==> config.mk <==
export PLATFORM = sky130hd
export DESIGN_NAME = riscboy_ppu_pixel_unpacker_flat
export DESIGN_NICKNAME = d
export VERILOG_FILES = /design/src/rtl/riscboy_ppu_pixel_unpacker_if.sv /design/src/rtl/riscboy_ppu_pixel_unpacker.sv /design/src/flat_wrapper.sv
export SDC_FILE = /design/constraint.sdc
export NUM_CORES = 1
export LEC_CHECK = 0
export CORE_MARGIN = 5
export CORE_UTILIZATION = 50
export DETAILED_ROUTE_END_ITERATION = 10
export GPL_TIMING_DRIVEN = 0
export PLACE_DENSITY = 0.76
export SYNTH_ARGS = -nofsm -noshare
export SYNTH_HDL_FRONTEND = slang
export SYNTH_SLANG_ARGS = --single-unit
export TNS_END_PERCENT = 30
==> constraint.sdc <==
create_clock -name clk -period 8.5 [get_ports clk]
set_input_delay 1.7 -clock clk [delete_from_list [all_inputs] [get_ports clk]]
set_output_delay 1.7 -clock clk [all_outputs]
set_load 0.05 [all_outputs]
==> src/rtl/riscboy_ppu_pixel_unpacker_if.sv <==
// Packed-word input stream and unpacked-pixel output stream of the PPU pixel unpacker.
// The slave modport is the unpacker. The master modport is the fetch path plus the palette mapper.
interface riscboy_ppu_pixel_unpacker_if #(
   parameter int W_DATA    = 32,
   parameter int W_PIXDATA = 15
);
   logic                 in_vld;
   logic                 in_rdy;
   logic [W_DATA-1:0]    in_data;
   logic                 out_vld;
   logic                 out_rdy;
   logic [W_PIXDATA-1:0] out_data;
   logic                 out_paletted;

   modport master (
      output in_vld, in_data, out_rdy,
      input  in_rdy, out_vld, out_data, out_paletted
   );

   modport slave (
      input  in_vld, in_data, out_rdy,
      output in_rdy, out_vld, out_data, out_paletted
   );
endinterface

==> src/rtl/riscboy_ppu_pixel_unpacker.sv <==
// Unpacks 32-bit pixel words into one pixel per handshake for the PPU palette mapper.
//
// state    | meaning
// ---------+------------------------------------------------------------
// S_IDLE   | no span; waits for start (a count of zero only pulses done)
// S_ACTIVE | span running; pixels remain to be emitted
module riscboy_ppu_pixel_unpacker #(
   parameter int W_DATA        = 32,
   parameter int W_PIXDATA     = 15,
   parameter int W_PALETTE_IDX = 8,
   parameter int W_COUNT       = 10
) (
   input  logic               clk,
   input  logic               rst_n,
   input  logic               start,
   input  logic [1:0]         start_pixmode,
   input  logic [W_COUNT-1:0] start_count,
   input  logic [4:0]         start_skip,
   input  logic               flush,
   riscboy_ppu_pixel_unpacker_if.slave bus,
   output logic               busy,
   output logic               done
);

   typedef enum logic {S_IDLE, S_ACTIVE} state_t;

   localparam logic [1:0] MODE_16BPP = 2'd0;
   localparam logic [1:0] MODE_8BPP  = 2'd1;
   localparam logic [1:0] MODE_4BPP  = 2'd2;

   // Index of the last pixel in a word (pixels-per-word minus one)
   function automatic logic [4:0] f_ptr_max(input logic [1:0] mode);
      case (mode)
         MODE_16BPP: f_ptr_max = 5'd1;
         MODE_8BPP:  f_ptr_max = 5'd3;
         MODE_4BPP:  f_ptr_max = 5'd7;
         default:    f_ptr_max = 5'd31;
      endcase
   endfunction

   state_t               r_state;
   state_t               w_state_nxt;
   logic [1:0]           r_mode;
   logic [W_COUNT-1:0]   r_remaining;
   logic [W_DATA-1:0]    r_buf;
   logic                 r_buf_vld;
   logic [4:0]           r_ptr;
   logic [4:0]           r_skip;
   logic                 r_first;
   logic                 r_done;

   logic [4:0]           w_ptr_max;
   logic                 w_last_of_word;
   logic [5:0]           w_buf_left;
   logic                 w_words_needed;
   logic                 w_last_pix;
   logic                 w_out_vld;
   logic                 w_in_rdy;
   logic                 w_xfer;
   logic                 w_in_hs;
   logic [W_PIXDATA-1:0] w_pix;
   logic                 w_paletted;
   logic                 w_busy;

   assign w_ptr_max      = f_ptr_max(r_mode);
   assign w_last_of_word = (r_ptr == w_ptr_max);
   assign w_buf_left     = {1'b0, w_ptr_max} + 6'd1 - {1'b0, r_ptr};
   assign w_last_pix     = (r_remaining == W_COUNT'(1));
   // More pixels are owed than the buffered word still holds
   assign w_words_needed = r_buf_vld ? (r_remaining > W_COUNT'(w_buf_left))
                                     : (r_remaining != '0);
   assign w_xfer         = w_out_vld && bus.out_rdy;
   assign w_in_hs        = bus.in_vld && w_in_rdy;

   always_ff @(posedge clk) begin
      if (!rst_n) begin
         r_state <= S_IDLE;
      end else begin
         r_state <= w_state_nxt;
      end
   end

   always_comb begin
      w_state_nxt = r_state;
      case (r_state)
         S_IDLE: begin
            if (start && !flush && (start_count != '0)) begin
               w_state_nxt = S_ACTIVE;
            end
         end
         S_ACTIVE: begin
            if (flush) begin
               w_state_nxt = S_IDLE;
            end else if (w_xfer && w_last_pix) begin
               w_state_nxt = S_IDLE;
            end
         end
         default: w_state_nxt = S_IDLE;
      endcase
   end

   always_comb begin
      w_busy     = (r_state == S_ACTIVE);
      w_out_vld  = w_busy && r_buf_vld;
      // Refill in the same cycle the last pixel of a word leaves, for zero-bubble throughput
      w_in_rdy   = w_busy && w_words_needed &&
                   (!r_buf_vld || (bus.out_rdy && w_last_of_word && !w_last_pix));
      w_pix      = '0;
      w_paletted = 1'b0;
      if (w_out_vld) begin
         case (r_mode)
            MODE_16BPP: begin
               w_pix = r_buf[{r_ptr[0], 4'b0000} +: W_PIXDATA];
            end
            MODE_8BPP: begin
               w_pix      = W_PIXDATA'(r_buf[{r_ptr[1:0], 3'b000} +: W_PALETTE_IDX]);
               w_paletted = 1'b1;
            end
            MODE_4BPP: begin
               w_pix      = W_PIXDATA'(r_buf[{r_ptr[2:0], 2'b00} +: 4]);
               w_paletted = 1'b1;
            end
            default: begin
               w_pix      = W_PIXDATA'(r_buf[r_ptr]);
               w_paletted = 1'b1;
            end
         endcase
      end
   end

   assign bus.in_rdy       = w_in_rdy;
   assign bus.out_vld      = w_out_vld;
   assign bus.out_data     = w_pix;
   assign bus.out_paletted = w_paletted;
   assign busy             = w_busy;
   assign done             = r_done;

   always_ff @(posedge clk) begin
      if (!rst_n) begin
         r_mode      <= MODE_16BPP;
         r_remaining <= '0;
         r_buf       <= '0;
         r_buf_vld   <= 1'b0;
         r_ptr       <= '0;
         r_skip      <= '0;
         r_first     <= 1'b0;
         r_done      <= 1'b0;
      end else begin
         r_done <= 1'b0;
         if (flush) begin
            r_buf_vld   <= 1'b0;
            r_remaining <= '0;
            r_ptr       <= '0;
            r_first     <= 1'b0;
         end else if (r_state == S_IDLE) begin
            if (start) begin
               r_mode      <= start_pixmode;
               r_remaining <= start_count;
               r_skip      <= start_skip & f_ptr_max(start_pixmode);
               r_ptr       <= '0;
               r_first     <= 1'b1;
               r_done      <= (start_count == '0);
            end
         end else begin
            if (w_xfer) begin
               r_remaining <= r_remaining - W_COUNT'(1);
               r_ptr       <= r_ptr + 5'd1;
               if (w_last_of_word || w_last_pix) begin
                  r_buf_vld <= 1'b0;
               end
               if (w_last_pix) begin
                  r_done <= 1'b1;
               end
            end
            // A new word overrides the emptying above; only the first word honours skip
            if (w_in_hs) begin
               r_buf     <= bus.in_data;
               r_buf_vld <= 1'b1;
               r_ptr     <= r_first ? r_skip : 5'd0;
               r_first   <= 1'b0;
            end
         end
      end
   end

endmodule

==> src/flat_wrapper.sv <==
// flat-port wrapper written by rule: the top's interface ports become plain ports
module riscboy_ppu_pixel_unpacker_flat 
#(
   parameter int W_DATA        = 32,
   parameter int W_PIXDATA     = 15,
   parameter int W_PALETTE_IDX = 8,
   parameter int W_COUNT       = 10
)
  (clk, rst_n, start, start_pixmode, start_count, start_skip, flush, busy, done, bus_in_vld, bus_in_data, bus_out_rdy, bus_in_rdy, bus_out_vld, bus_out_data, bus_out_paletted);
  riscboy_ppu_pixel_unpacker_if #(.W_DATA(W_DATA), .W_PIXDATA(W_PIXDATA)) bus_i ();
  input  logic clk;
  input  logic rst_n;
  input  logic start;
  input  logic [1:0] start_pixmode;
  input  logic [W_COUNT-1:0] start_count;
  input  logic [4:0] start_skip;
  input  logic flush;
  output logic busy;
  output logic done;
  input wire logic [$bits(bus_i.in_vld)-1:0] bus_in_vld;
  input wire logic [$bits(bus_i.in_data)-1:0] bus_in_data;
  input wire logic [$bits(bus_i.out_rdy)-1:0] bus_out_rdy;
  output wire logic [$bits(bus_i.in_rdy)-1:0] bus_in_rdy;
  output wire logic [$bits(bus_i.out_vld)-1:0] bus_out_vld;
  output wire logic [$bits(bus_i.out_data)-1:0] bus_out_data;
  output wire logic [$bits(bus_i.out_paletted)-1:0] bus_out_paletted;
  assign bus_i.in_vld = bus_in_vld;
  assign bus_i.in_data = bus_in_data;
  assign bus_i.out_rdy = bus_out_rdy;
  assign bus_in_rdy = bus_i.in_rdy;
  assign bus_out_vld = bus_i.out_vld;
  assign bus_out_data = bus_i.out_data;
  assign bus_out_paletted = bus_i.out_paletted;
  riscboy_ppu_pixel_unpacker #(.W_DATA(W_DATA), .W_PIXDATA(W_PIXDATA), .W_PALETTE_IDX(W_PALETTE_IDX), .W_COUNT(W_COUNT)) u_core (.clk(clk), .rst_n(rst_n), .start(start), .start_pixmode(start_pixmode), .start_count(start_count), .start_skip(start_skip), .flush(flush), .bus(bus_i), .busy(busy), .done(done));
endmodule
==> results.yml <==
sta:
  finalCriticalPeriod_ns: 6.63
  rsz0062_at_grt: "false"
  worst_pin_slew_ns: 0.803
  max_clock_freq_mhz: 151
  fin_crit_sh_pct: 78.0
  setup_ws_ns: 1.87
  drv_slew: 0
  clock_skew_ns: 0.00622
  tns_ns: 0
  finalSetupViolations: 0
  hold_viol_final: 0
  timing.hold.ws_ns: 0.476
  relSlewSlack_pct: 45.1
cts:
  clk_latency_ns: 0.34
  cts_resized: 0
  cts_tree: "yes"
  cts.clk_slew.worst_paths_ns: 0.07
  cts-root-buf: "clkbuf_8"
  htree_levels: 3
  holdBufCountCts: 0
  numCtsBuffers: 9
  clock-sinks: 58
  post_cts_buffers: 0
  clk_path_buf_depth: 2
drt:
  drt-initial-drc-count: 440
  num_vias: 4104
  drc_errors: 0
  dr.pass1.iters: 5
  vias_per_cell: 6.04
  final_antenna_net_count: 0
  routedWlPerCell_um: 18.2
  finalWirelength_um: 12400
logic_synthesis:
  ys_async_sr_fraction_pct: 0
  synth_nets: 557
  post_synth.cell_area_avg_sq_um: 8.62
  ys_seq_area_share_pct: 27.8
  syn_area_sq_um: 4180
  synthDistinctLibCells: 56
  syn_inst: 485
  synth_edf_count: 0
  synth.ff_latch_count: 58
  synth_ff_type: "dfxtp_1"
  yosysWarnings: 0
run:
  max_cap_violations: 0
global_route:
  grt_overflow: 0
  grt_pass1_vias: 3932
  grt_usage_pct: 24.4
  grt_max_degree: 11
  antenna_found_initial: 0
  grt_pass1_wl_um: 19800
setup_path:
  crit_chain: "buf_4, buf_4, buf_4, buf_4, inv_1, ha_1, inv_1, fa_1, inv_1, a21o_1, a21oi_1, xnor2_1, ha_1, and4_1, a32o_1, a21oi_1, nand3_1, a21oi_1, clkdlybuf4s50_1"
  r2r_start: "u_core.r_ptr[0]$_SDFFE_PP0P_"
  reg2reg_slack_ns: 3.96
  cp_data_required_time_ns: 6.80
  r2r_cells: 20
  cp-end-kind: "output port"
  cp_slowest_stage_delay_ns: 0.82
  endpoint: "bus_in_rdy"
  start_kind: "flip-flop"
  r2r_end: "u_core.r_ptr[1]$_SDFFE_PP0P_"
  crit_arrival_ns: 4.93
  critPathSlowestCell: "clkdlybuf4s50_1"
  crit_start: "u_core.r_ptr[0]$_SDFFE_PP0P_"
  critPathKind: "flip-flop to output port"
  critPathMaxFanout: 10
  cp_common_cell: "buf_4"
pwr:
  power_density_nw_per_um2: 129
  power.internal_mw: 0.500
  p_comb_share_pct: 15.2
  power.switching_mw: 0.178
  max-vdd-ir-drop_mv: 0.108
  p_leak_nw: 1.90
  switching_share_pct: 26.3
  seq_power_share_pct: 42.0
  clock_power_share_pct: 42.8
die:
  rows: 33
  die_y_um: 101
  dieWidth_um: 101
  dieArea_sq_um: 10300
  num_io_pins: 75
  initial_core_util_pct: 51.2
  coreArea_sq_um: 8180
run_status:
  outcome: "completed"
cells_and_area:
  area_growth_pct: 25.8
  antenna_cells: 0
  final_cells: 679
  drive_gt1_share_pct: 10.5
  nNetsFinal: 641
  fin_area_sq_um: 5260
placed_design:
  dpl_cell_area_sq_um: 5040
  gp_congestion: 0.975
  dp.cells: 663
  dp_hpwl_um: 9480
  io_buffers: 73
  preCtsSetupSlack_ns: 2.23
min_path:
  hold_class: "flip-flop to flip-flop"
[power groups by stage]
stage	sequential, mW	combinational (mW)	clock [mW]
finish	0.285	0.103	0.290
global route	0.285	0.113	0.304
detailed placement	0.291	0.102	0
global placement	0.290	0.0993	0
floorplan	0.289	0.0580	0
CTS	0.284	0.102	0.292
[critical path, delay by kind of cell, from the launching register on]
family                     cells  cell delay (ns)
buffers and inverters          8             2.05
adders and majority gates      3             0.71
DFF                            1             0.43
xor gates and xnor gates       1             0.14
and+or+nand+nor                2             0.31
AOI/OAI and AO/OA              5             0.95
[worst min-delay path by stage]
stage                                                to  cells past startpoint  slack, ns                     startpoint
after floorplan           u_core.r_skip[1]$_SDFFE_PN0P_                      2       0.44  u_core.r_skip[1]$_SDFFE_PN0P_
after global placement    u_core.r_skip[2]$_SDFFE_PN0P_                      2       0.46  u_core.r_skip[2]$_SDFFE_PN0P_
after detailed placement  u_core.r_skip[1]$_SDFFE_PN0P_                      2       0.47  u_core.r_skip[1]$_SDFFE_PN0P_
after CTS                 u_core.r_skip[1]$_SDFFE_PN0P_                      2       0.48  u_core.r_skip[1]$_SDFFE_PN0P_
after global routing      u_core.r_skip[0]$_SDFFE_PN0P_                      2       0.50  u_core.r_skip[0]$_SDFFE_PN0P_
final                      u_core.r_ptr[0]$_SDFFE_PP0P_                      2       0.48  u_core.r_skip[0]$_SDFFE_PN0P_
[layout make-up]
type	instances	area (sq um)
Buffer	34	178
Clock buffer	11	141
Multi-Input combinational cell	380	2800
Timing Repair Buffer	73	731
Sequential cell	58	1160
Clock inverter	5	77.6
Tap cell	105	131
Fill cell	707	2910
Inverter	13	48.8
[routing by layer]
metal,GRT usage (%),share of wire (%)
met5,0,0
met4,9.30,2.6
met3,4.55,7.3
met2,39.1,46
met1,32.8,44
[cell usage after synthesis (7+ instances only)]
cell      number  share of area (%)
nand2_1       97                8.7
dfxtp_1       58                 28
mux2i_1       43                 10
nor2_1        42                3.8
a21oi_1       24                2.9
mux4_2        24                 13
clkbuf_1      21                1.9
ha_1          16                4.8
o21ai_0       16                1.9
inv_1         11               0.99
nand3_1       11                1.3
a21boi_0       7                1.3
nand2b_1       7                1.0
[state kept, by name, indices dropped and copies added, names as in the netlist]
name                flops
u_core.r_buf           32
u_core.r_remaining     10
u_core.r_ptr            5
u_core.r_skip           5
u_core.r_mode           2
u_core.busy             1
u_core.done             1
u_core.r_buf_vld        1
u_core.r_first          1
[through the flow]
step	utilization [%]	total power, mW
floorplan	-	0.347
global placement	61.7	0.390
detailed placement	61.7	0.392
CTS	64.4	0.679
global route	64.4	0.702
finish	64.4	0.678
[kinds of logic (layout without fill, tap and decap cells)]
kind of cell	count (synthesis)	after routing	share of synthesized area, %
AOI/OAI and AO/OA	91	91	14.5
xor gates and xnor gates	6	6	1.26
adders and majority gates	17	17	5.26
buffers and inverters	47	136	5.41
DFF	58	58	27.8
muxes	71	71	24.3
and+or+nand+nor	195	195	21.5
[cell usage in the layout, fill, tap and decap left out, types with 4 or more instances in the layout]
cell type / instances
mux4_2: 24
nor3_1: 5
ha_1: 16
o31ai_1: 4
mux2i_1: 43
a21boi_0: 7
mux2_2: 4
nand2b_1: 7
nor2_1: 42
nand3_1: 11
nand4_1: 6
xor2_1: 5
buf_6: 4
dfxtp_1: 58
and3_1: 4
a211oi_1: 6
inv_1: 11
o211ai_1: 5
a21oi_1: 24
buf_2: 4
o22ai_1: 4
clkbuf_1: 22
clkbuf_8: 10
nand2_1: 97
o21ai_0: 16
nor2b_1: 6
buf_4: 4
clkdlybuf4s50_1: 73
(Power assumes the default switching activity.)
